**src/rtl/fifo_pkg.sv**
```systemverilog
// Shared definitions for the multi-port FIFO: memory reset modes and
// a constant clog2 for deriving pointer and count widths.
package fifo_pkg;

  localparam int unsigned RST_NONE = 0;
  localparam int unsigned RST_ZERO = 1;
  localparam int unsigned RST_ONE  = 2;
  localparam int unsigned RST_POOL = 3;

  function automatic int unsigned clog2(input int unsigned n);
    int unsigned r;
    r = 0;
    while ((64'd1 << r) < 64'(n)) begin
      r++;
    end
    return r;
  endfunction

endpackage

```
**src/rtl/fifo_ptr_ctrl.sv**
```systemverilog
// Pointer pair, occupancy flags, per-cycle acceptance and restore for the
// multi-port FIFO. Memory is handled by the parent.
module fifo_ptr_ctrl
  import fifo_pkg::*;
#(
  parameter int unsigned DEPTH     = 32,
  parameter int unsigned W_PORTS   = 2,
  parameter int unsigned R_PORTS   = 2,
  parameter bit          POOL_MODE = 1'b0,
  localparam int unsigned PTR_WIDTH = clog2(DEPTH) + 1,
  localparam int unsigned WCW       = clog2(W_PORTS) + 1,
  localparam int unsigned RCW       = clog2(R_PORTS) + 1
) (
  input  logic                 clk,
  input  logic                 reset,
  input  logic [WCW-1:0]       w_cnt,
  input  logic [RCW-1:0]       r_cnt,
  input  logic                 restore_en,
  input  logic [PTR_WIDTH-1:0] restore_w_ptr,
  input  logic [PTR_WIDTH-1:0] restore_r_ptr,
  output logic [PTR_WIDTH-1:0] w_ptr,
  output logic [PTR_WIDTH-1:0] r_ptr,
  output logic [PTR_WIDTH-1:0] count,
  output logic [PTR_WIDTH-1:0] space,
  output logic                 full,
  output logic                 empty,
  output logic                 w_ok,
  output logic                 w_fail,
  output logic                 r_fail,
  output logic                 restore_fail
);

  localparam logic [PTR_WIDTH-1:0] PtrDepth = PTR_WIDTH'(DEPTH);
  // Pool mode starts full: every entry is a free token.
  localparam logic [PTR_WIDTH-1:0] WPtrRst  = POOL_MODE ? PtrDepth : {PTR_WIDTH{1'b0}};
  localparam logic [WCW-1:0]       WMax     = WCW'(W_PORTS);
  localparam logic [RCW-1:0]       RMax     = RCW'(R_PORTS);

  logic [PTR_WIDTH-1:0] w_ptr_q, w_ptr_d;
  logic [PTR_WIDTH-1:0] r_ptr_q, r_ptr_d;
  logic [PTR_WIDTH-1:0] restore_diff;
  logic                 r_ok;

  assign w_ptr        = w_ptr_q;
  assign r_ptr        = r_ptr_q;
  assign count        = w_ptr_q - r_ptr_q;
  assign space        = PtrDepth - count;
  assign full         = (count == PtrDepth);
  assign empty        = (count == '0);
  assign restore_diff = restore_w_ptr - restore_r_ptr;

  always_comb begin
    w_ok         = (PTR_WIDTH'(w_cnt) <= space) && (w_cnt <= WMax) && !restore_en;
    r_ok         = (PTR_WIDTH'(r_cnt) <= count) && (r_cnt <= RMax) && !restore_en;
    w_fail       = (w_cnt != '0) && !w_ok;
    r_fail       = (r_cnt != '0) && !r_ok;
    restore_fail = restore_en && (restore_diff > PtrDepth);

    w_ptr_d = w_ptr_q;
    r_ptr_d = r_ptr_q;
    if (restore_en) begin
      if (!restore_fail) begin
        w_ptr_d = restore_w_ptr;
        r_ptr_d = restore_r_ptr;
      end
    end else begin
      if (w_ok) w_ptr_d = w_ptr_q + PTR_WIDTH'(w_cnt);
      if (r_ok) r_ptr_d = r_ptr_q + PTR_WIDTH'(r_cnt);
    end
  end

  always_ff @(posedge clk) begin
    if (reset) begin
      w_ptr_q <= WPtrRst;
      r_ptr_q <= '0;
    end else begin
      w_ptr_q <= w_ptr_d;
      r_ptr_q <= r_ptr_d;
    end
  end

endmodule

```
**src/rtl/multi_port_fifo.sv**
```systemverilog
// Multi-port FIFO: up to W_PORTS writes and R_PORTS look-ahead reads per cycle,
// with atomic pointer restore. Memory array and slot muxing live here.
module multi_port_fifo
  import fifo_pkg::*;
#(
  parameter int unsigned DEPTH      = 32,
  parameter int unsigned WIDTH      = 32,
  parameter int unsigned W_PORTS    = 2,
  parameter int unsigned R_PORTS    = 2,
  parameter int unsigned RESET_MODE = 0,
  parameter int unsigned INIT_BASE  = 32,
  localparam int unsigned PTR_WIDTH = clog2(DEPTH) + 1,
  localparam int unsigned WCW       = clog2(W_PORTS) + 1,
  localparam int unsigned RCW       = clog2(R_PORTS) + 1
) (
  input  logic                       clk,
  input  logic                       reset,
  input  logic [WCW-1:0]             w_cnt,
  input  logic [W_PORTS*WIDTH-1:0]   din,
  input  logic [RCW-1:0]             r_cnt,
  output logic [R_PORTS*WIDTH-1:0]   dout,
  output logic [R_PORTS-1:0]         dout_vld,
  output logic [PTR_WIDTH-1:0]       count,
  output logic [PTR_WIDTH-1:0]       space,
  output logic                       full,
  output logic                       empty,
  output logic [PTR_WIDTH-1:0]       w_ptr,
  output logic [PTR_WIDTH-1:0]       r_ptr,
  input  logic                       restore_en,
  input  logic [PTR_WIDTH-1:0]       restore_w_ptr,
  input  logic [PTR_WIDTH-1:0]       restore_r_ptr,
  output logic                       w_fail,
  output logic                       r_fail,
  output logic                       restore_fail
);

  localparam int unsigned AW = PTR_WIDTH - 1;

  logic             w_ok;
  logic [WIDTH-1:0] mem_q [DEPTH];
  logic [WIDTH-1:0] mem_d [DEPTH];

  fifo_ptr_ctrl #(
    .DEPTH     (DEPTH),
    .W_PORTS   (W_PORTS),
    .R_PORTS   (R_PORTS),
    .POOL_MODE (RESET_MODE == RST_POOL)
  ) u_ptr_ctrl (
    .clk           (clk),
    .reset         (reset),
    .w_cnt         (w_cnt),
    .r_cnt         (r_cnt),
    .restore_en    (restore_en),
    .restore_w_ptr (restore_w_ptr),
    .restore_r_ptr (restore_r_ptr),
    .w_ptr         (w_ptr),
    .r_ptr         (r_ptr),
    .count         (count),
    .space         (space),
    .full          (full),
    .empty         (empty),
    .w_ok          (w_ok),
    .w_fail        (w_fail),
    .r_fail        (r_fail),
    .restore_fail  (restore_fail)
  );

  // Writes land in slots w_ptr..w_ptr+w_cnt-1; acceptance already guarantees room.
  always_comb begin
    mem_d = mem_q;
    if (w_ok) begin
      for (int k = 0; k < int'(W_PORTS); k++) begin
        if (k < int'(w_cnt)) begin
          mem_d[w_ptr[AW-1:0] + AW'(k)] = din[k*WIDTH +: WIDTH];
        end
      end
    end
  end

  for (genvar k = 0; k < int'(R_PORTS); k++) begin : g_rd
    logic [AW-1:0] rd_idx;
    assign rd_idx                  = r_ptr[AW-1:0] + AW'(k);
    assign dout[k*WIDTH +: WIDTH]  = mem_q[rd_idx];
    assign dout_vld[k]             = (count > PTR_WIDTH'(k));
  end

  if (RESET_MODE == RST_NONE) begin : g_mem_noreset
    always_ff @(posedge clk) begin
      mem_q <= mem_d;
    end
  end else begin : g_mem_reset
    function automatic logic [WIDTH-1:0] rst_word(input int unsigned i);
      unique case (RESET_MODE)
        RST_ZERO: return '0;
        RST_ONE:  return '1;
        default:  return WIDTH'(INIT_BASE + i);
      endcase
    endfunction

    always_ff @(posedge clk) begin
      if (reset) begin
        for (int unsigned i = 0; i < DEPTH; i++) begin
          mem_q[i] <= rst_word(i);
        end
      end else begin
        mem_q <= mem_d;
      end
    end
  end

endmodule
```
**config.mk**
```make
export PLATFORM = sky130hd
export DESIGN_NAME = multi_port_fifo
export DESIGN_NICKNAME = d
export VERILOG_FILES = /design/src/rtl/fifo_pkg.sv /design/src/rtl/fifo_ptr_ctrl.sv /design/src/rtl/multi_port_fifo.sv
export SDC_FILE = /design/constraint.sdc
export NUM_CORES = 2
export LEC_CHECK = 0
export CORE_MARGIN = 1
export CORE_UTILIZATION = 50
export CTS_BUF_LIST = sky130_fd_sc_hd__clkbuf_8
export CTS_CLUSTER_SIZE = 16
export DETAILED_ROUTE_END_ITERATION = 7
export GPL_ROUTABILITY_DRIVEN = 0
export HOLD_SLACK_MARGIN = 0.05
export PLACE_DENSITY = 0.69
export SYNTH_ARGS = -nofsm -noshare
export SYNTH_HDL_FRONTEND = slang
export SYNTH_SLANG_ARGS = --single-unit
```
**constraint.sdc**
```tcl
create_clock -name clk -period 26.9 [get_ports clk]
set_input_delay 2.69 -clock clk [delete_from_list [all_inputs] [get_ports clk]]
set_output_delay 2.69 -clock clk [all_outputs]
set_load 0.05 [all_outputs]
```
# Word level (Yosys, flattened, before mapping)
# Index checks and enable logic that the tools add are counted.
[totals]
regBits = 1036
in_bits = 83
output_inout_bits = 95
[classes]
add_sub_neg = 7
magnitude_cmp = 15
n_eq_ne = 2
mux = 21
bitwise = 4
reduce_logical = 19
[ops]
columns = ["operator", "n"]
rows = [
  ["2-to-1 mux 1024 bit", 3],
  ["bitwise mux 1024 bit", 2],
  ["binary-select mux 32 bit (select 5 bit)", 2],
  ["demux 32 bit (select 5 bit)", 2],
  ["2-to-1 mux 32 bit", 6],
  ["2-to-1 mux 6 bit", 6],
  ["greater-or-equal comparator 6 bit (second input constant)", 4],
  ["NOT 5 -> 6 bit", 4],
  ["adder 6 x 2 -> 6 bit", 2],
  ["greater-than comparator 6 x 1 -> 1 bit (second input constant)", 2],
  ["less-or-equal comparator 2 x 6 -> 1 bit", 2],
  ["less-than comparator 6 x 1 -> 1 bit (second input constant)", 2],
  ["subtractor 6 bit", 2],
  ["adder 5 x 1 -> 5 bit (second input constant)", 2],
  ["logical AND 1 bit", 9],
  ["nonzero test 2 bit", 4],
  ["equality test 6 bit (second input constant)", 1],
  ["greater-than comparator 6 bit (second input constant)", 1],
  ["zero test 6 bit", 1],
  ["subtractor 6 bit (first input constant)", 1],
  ["less-or-equal comparator 2 bit (second input constant)", 2],
  ["less-than comparator 1 x 2 -> 1 bit (first input constant)", 2],
  ["AND reduction 2 bit", 2],
  ["zero test 1 bit", 3],
  ["inequality test 2 bit (second input constant)", 1],
]

# Logic depth before layout (Yosys ltp)
[depth]
word_depth = 10
depth_mapped = 14

# Modules after synthesis
# A second synthesis with hierarchy kept.
[hier_totals]
hier_cells = 6092
hier_area_um2 = 71797.6
[by_module_without_submodules]
columns = ["module", "n_inst", "cells_each", "area_per_inst_um2", "seq_area_each_um2"]
rows = [
  ["multi_port_fifo", 1, 5877, 70072.2, 30749.5],
  ["fifo_ptr_ctrl", 1, 215, 1725.4, 240.2],
]

# Worst setup path after synthesis
# OpenSTA, ideal clock, no wires.
[synth_timing]
path_type = "reg2out"
from = "register u_ptr_ctrl.r_ptr_q[1], in the netlist u_ptr_ctrl.r_ptr[1]"
to = "output w_fail"
arrival_ps = 29588
required_time_ps = 24210
setup_slack_ps = -5378
path_stages_with_launch = 14
cell_sequence = "dfxtp_1 > clkbuf_1 > clkbuf_1 > clkbuf_1 > inv_1 > ha_1 > nand2b_1 > a21oi_2 > xor2_2 > nor3_1 > xnor2_2 > o21ai_0 > inv_1 > nor2_1"
[synth_between]
elab_chain_cells = 7
[synth_rtl]
columns = ["item", "line", "source"]
rows = [
  ["start, declared", "fifo_ptr_ctrl.sv:40", "logic [PTR_WIDTH-1:0] r_ptr_q, r_ptr_d;"],
  ["start signal, assigned", "fifo_ptr_ctrl.sv:78", "r_ptr_q <= r_ptr_d;"],
  ["subtractor 6 bit", "fifo_ptr_ctrl.sv:46", "assign count = w_ptr_q - r_ptr_q;"],
  ["via count[3]", "multi_port_fifo.sv:23", "output logic [PTR_WIDTH-1:0] count,"],
  ["subtractor 6 bit", "fifo_ptr_ctrl.sv:47", "assign space = PtrDepth - count;"],
  ["via space[5]", "multi_port_fifo.sv:24", "output logic [PTR_WIDTH-1:0] space,"],
  ["less-or-equal comparator 2 x 6 -> 1 bit", "fifo_ptr_ctrl.sv:53", "w_ok = (PTR_WIDTH'(w_cnt) <= space) && (w_cnt <= WMax) && !restore_en;"],
  ["logical AND 1 bit (2 in a row)", "fifo_ptr_ctrl.sv:53", ""],
  ["via u_ptr_ctrl.w_ok", "fifo_ptr_ctrl.sv:27", "output logic w_ok,"],
  ["zero test 1 bit", "fifo_ptr_ctrl.sv:55", "w_fail = (w_cnt != '0) && !w_ok;"],
  ["logical AND 1 bit", "fifo_ptr_ctrl.sv:55", ""],
  ["end, declared", "multi_port_fifo.sv:32", "output logic w_fail,"],
]
# The timed path passes the listed nets, and every way through them passes these cells.

# Worst setup path in the final report
[layout_timing]
from = "input w_cnt[1]"
to = "output w_fail"
[layout_between]
elab_chain_cells = 5
[layout_rtl]
columns = ["item", "line", "source"]
rows = [
  ["start, declared", "multi_port_fifo.sv:18", "input logic [WCW-1:0] w_cnt,"],
  ["less-or-equal comparator 2 x 6 -> 1 bit / less-or-equal comparator 2 bit (equally long branches)", "fifo_ptr_ctrl.sv:53", ""],
  ["logical AND 1 bit * (2 in a row)", "fifo_ptr_ctrl.sv:53", ""],
  ["via u_ptr_ctrl.w_ok", "fifo_ptr_ctrl.sv:27", ""],
  ["zero test 1 bit *", "fifo_ptr_ctrl.sv:55", ""],
  ["logical AND 1 bit *", "fifo_ptr_ctrl.sv:55", ""],
]
# Mark *: on every way through the listed nets, which the timed path passes. The rest lies on a longest branch.

==> run_results.csv <==
group,metric,value,unit
run_status,outcome,"finished with violations",
run_status,violations,"design-rule violations",
sta,unrepaired_setup_endpoints_after_global_routing,"no",
worst_setup_path,timing.setup.critical_path_class,"in -> out",
clock_network,clock_sinks,1036,
clock_network,postCtsHoldBufs,0,
clock_network,post_cts_buffers,0,
flow_run,maxCapViolations,0,
clock_network,tritoncts,"built",
floorplanning,die_width,375.6,um
synth,netlist.area_leader.share,44.06,%
sta,setup_viol_count_final,0,
sta,holdWs,606.7,ps
floorplanning,die_y,375.6,um
cells_and_area,postLayoutCoreUtil,55.12,%
sta,fmax,100.8,MHz
clock_network,clk_root_buffer_cell,"sky130_fd_sc_hd__clkbuf_8",
clock_network,tritoncts.num_buffers,178,
routing,routed-via-count,52830,
worst_setup_path,worst_setup_path_start_kind,"input pin",
synth,synth_area_per_cell,12.00,um2
synth,synth.largest_area_cell,"sky130_fd_sc_hd__edfxtp_1",
synth,mappedNetlistArea,0.06979,mm2
global_route,antenna_found_initial,9,
sta,crit_path_time_final,9918,ps
global_route,wire_length_of_the_first_global_routing_pass,356600,um
global_route,grt_start_max_net_pins,196,
clock_network,cts_max_level,4,
floorplanning,design.core.area,0.1380,mm2
routing,via_per_inst,6.899,
clock_network,postCtsResizedCells,0,
routing,antenna_violating_nets_post_route,0,
routing,routedWlPerCell,32.67,um
floorplanning,dieArea,0.1411,mm2
cells_and_area,finish.net_count,5759,
global_route,grt_util_met1,46.81,%
worst_hold_path,hold_path.class,"reg -> reg",
floorplanning,placement_rows,136,
worst_setup_path,path_cells,"clkdlybuf4s50_1, ha_1, nor2b_1, o21ai_0, a31o_1, o21ai_0, clkinvlp_4, nor2_1, clkdlybuf4s50_1",
sta,final_min_period_over_clock_period,36.87,%
synth,synth_seq_cells,1036,
worst_hold_path,worst_hold_startpoint,"u_ptr_ctrl.w_ptr[5]",
sta,worst_clock_skew,41.06,ps
sta,setup-tns-final,0,ps
clock_network,ctsLongestPathBuffers,3,
power_and_ir_drop,ir_worst_vdd,0.09259,mV
global_route,grt_use_met2,51.98,%
sta,hold_viol,0,
placement,detailed_place_hpwl,131300,um
worst_setup_path,r2r-start,"u_ptr_ctrl.r_ptr[1]",
clock_network,clkLatencyLatePin,950,ps
sta,tightest_slew,1365,ps
synth,synth_enable_flop_cells,1024,
cells_and_area,layout-area-overhead-vs-synth,8.992,%
routing,detail_route.iter0.violations,9178,
routing,post-route-drc-count,2,
cells_and_area,drive_gt1_share,19.06,%
power_and_ir_drop,seqPwrFrac,41.0,%
power_and_ir_drop,pwr_density_cell,73.15,mW/mm2
worst_setup_path,worst-endpoint-arrival,7230,ps
worst_setup_path,critical_path.startpoint,"w_cnt[1]",
synth,synth_ff_type,"sky130_fd_sc_hd__edfxtp_1",
clock_network,path_clk_slew,60,ps
worst_setup_path,setup.worst_path.end_class,"output port",
power_and_ir_drop,leakage,26.04,nW
routing,drt-total-wl,250200,um
worst_setup_path,maximum_fanout_count_along_the_critical_path,24,
sta,final-max-slew-violation-count,0,
synth,yosysUniqueCellTypes,59,
synth,ys.warnings.count,0,
power_and_ir_drop,cell_internal_power_dissipation,0.003627,W
cells_and_area,filler_cell_count,11410,
synth,yosysSeqAreaShare,44.40,%
power_and_ir_drop,power.clock.fraction,24.4,%
synth,synthTopCellsByArea,"sky130_fd_sc_hd__edfxtp_1 44%, sky130_fd_sc_hd__mux4_2 21%, sky130_fd_sc_hd__mux2i_1 15%",
placement,portBuffers,177,
power_and_ir_drop,power_switching_share,34.83,%
floorplanning,initial_core_util,50.57,%
global_route,layer_carrying_the_most_global_route_usage,"met2",
worst_setup_path,critical_path.max_stage_delay,1140,ps
worst_setup_path,worst_ep_required_time,24210,ps
global_route,grt_overflow,0,
routing,first_pass_iters,8,
power_and_ir_drop,switching_power,0.001938,W
power_and_ir_drop,comb_power_share,34.6,%
synth,post_synthesis_async_set_or_reset_flop_share,0,%
floorplanning,top_level_ports,178,
global_route,global_route.usage.total,34.98,%
worst_setup_path,timing.critical_path.slowest_stage_cell,"sky130_fd_sc_hd__clkdlybuf4s50_1",
global_route,first_global_vias,49530,
global_route,globalRouteMet3Util,10.25,%
synth,syn_inst,5817,
synth,synthesized_nets,5926,
sta,slew_headroom,8.700,%
-- placed cells by master (no fill, tap or decap), types with 19 or more instances in the layout --
cell type | synthesis | routed
sky130_fd_sc_hd__o21ai_0 | 439 | 439
sky130_fd_sc_hd__a21oi_1 | 583 | 583
sky130_fd_sc_hd__edfxtp_1 | 1024 | 1024
sky130_fd_sc_hd__ha_1 | 22 | 21
sky130_fd_sc_hd__nand2_4 | 0 | 20
sky130_fd_sc_hd__inv_1 | 27 | 81
sky130_fd_sc_hd__o22ai_1 | 30 | 30
sky130_fd_sc_hd__nor2_1 | 630 | 605
sky130_fd_sc_hd__clkbuf_8 | 0 | 184
sky130_fd_sc_hd__mux2_2 | 34 | 34
sky130_fd_sc_hd__clkdlybuf4s50_1 | 0 | 177
sky130_fd_sc_hd__buf_4 | 5 | 123
sky130_fd_sc_hd__nor2_4 | 0 | 25
sky130_fd_sc_hd__mux4_2 | 640 | 640
sky130_fd_sc_hd__mux2i_1 | 1030 | 1030
sky130_fd_sc_hd__clkinv_2 | 0 | 19
sky130_fd_sc_hd__nand2_1 | 578 | 558
sky130_fd_sc_hd__clkinv_1 | 1 | 50
-- routing by layer --
layer | vias to the layer above | routed length (um)
met5 | - | 21
met4 | 4 | 14250
met3 | 791 | 37200
met2 | 4158 | 111000
met1 | 25970 | 87700
li1 | 21900 | -
-- Yosys cell counts, types with 18 or more instances --
| cell | n |
|---|---|
| sky130_fd_sc_hd__mux2i_1 | 1030 |
| sky130_fd_sc_hd__edfxtp_1 | 1024 |
| sky130_fd_sc_hd__mux4_2 | 640 |
| sky130_fd_sc_hd__nor2_1 | 630 |
| sky130_fd_sc_hd__a21oi_1 | 583 |
| sky130_fd_sc_hd__nand2_1 | 578 |
| sky130_fd_sc_hd__clkbuf_1 | 480 |
| sky130_fd_sc_hd__o21ai_0 | 439 |
| sky130_fd_sc_hd__buf_2 | 101 |
| sky130_fd_sc_hd__buf_1 | 67 |
| sky130_fd_sc_hd__mux2_2 | 34 |
| sky130_fd_sc_hd__o22ai_1 | 30 |
| sky130_fd_sc_hd__inv_1 | 27 |
| sky130_fd_sc_hd__ha_1 | 22 |
| sky130_fd_sc_hd__nand3_1 | 18 |
-- sequential cells by signal (all words and copies together), names as in the netlist --
signal            count
mem_q              1024
u_ptr_ctrl.r_ptr      6
u_ptr_ctrl.w_ptr      6
-- power groups by stage --
stage,clock network [W],registers (W),logic [W]
6_report,0.00136,0.00228,0.00193
5_1_grt,0.00142,0.00230,0.00202
4_1_cts,0.00136,0.00227,0.00191
3_5_place_dp,0,0.00230,0.00191
3_3_place_gp,0,0.00229,0.00188
2_1_floorplan,0,0.00235,0.00140
-- area by class of cell --
cell class	count	area (um2)	share of cell area, %
Antenna cell	8	20.02	0.02632
Sequential cell	1036	31000	40.76
Tap cell	1863	2331	3.064
Multi-Input combinational cell	4099	36640	48.16
Timing Repair Buffer	306	2815	3.701
Clock buffer	184	2532	3.329
Inverter	29	117.6	0.1546
Clock inverter	132	614.3	0.8076
-- cells by family after synthesis --
group / after synthesis / synth area share (%)
buffers and inverters: 682 / 3.876
DFF: 1036 / 44.40
AOI/OAI and AO/OA: 1075 / 7.899
adders and majority gates: 27 / 0.5235
xor gates and xnor gates: 17 / 0.2349
and+or+nand+nor: 1276 / 7.094
muxes: 1704 / 35.97
-- final timing paths --
path / to / cells after the start / slack (ps)
max: w_fail / 9 / 16980
min: u_ptr_ctrl.w_ptr[5] / 2 / 610
max reg2reg: mem_q[116] / 13 / 19320
min reg2reg: u_ptr_ctrl.w_ptr[5] / 2 / 610
-- critical path: cells and delay by family --
kind | cells | cell delay [ps]
simple gates | 2 | 460
fa+ha+maj | 1 | 680
buf+inv | 3 | 2680
compound gates | 3 | 720
-- metrics by stage --
| stage | setup slack [ps] | std cells | power (W) | cell area (um2) |
|---|---|---|---|---|
| 5_1_grt | 16940 | 7653 | 0.005741 | 76060 |
| 6_report | 16980 | 7657 | 0.005565 | 76070 |
| 3_5_place_dp | 17130 | 7333 | 0.004209 | 72900 |
| 4_1_cts | 17100 | 7649 | 0.005540 | 76050 |
| 2_1_floorplan | 2414 | 5817 | 0.003753 | 69800 |
| 3_3_place_gp | 17080 | 7333 | 0.004169 | 72900 |
Power figures use the tool's default switching activity.
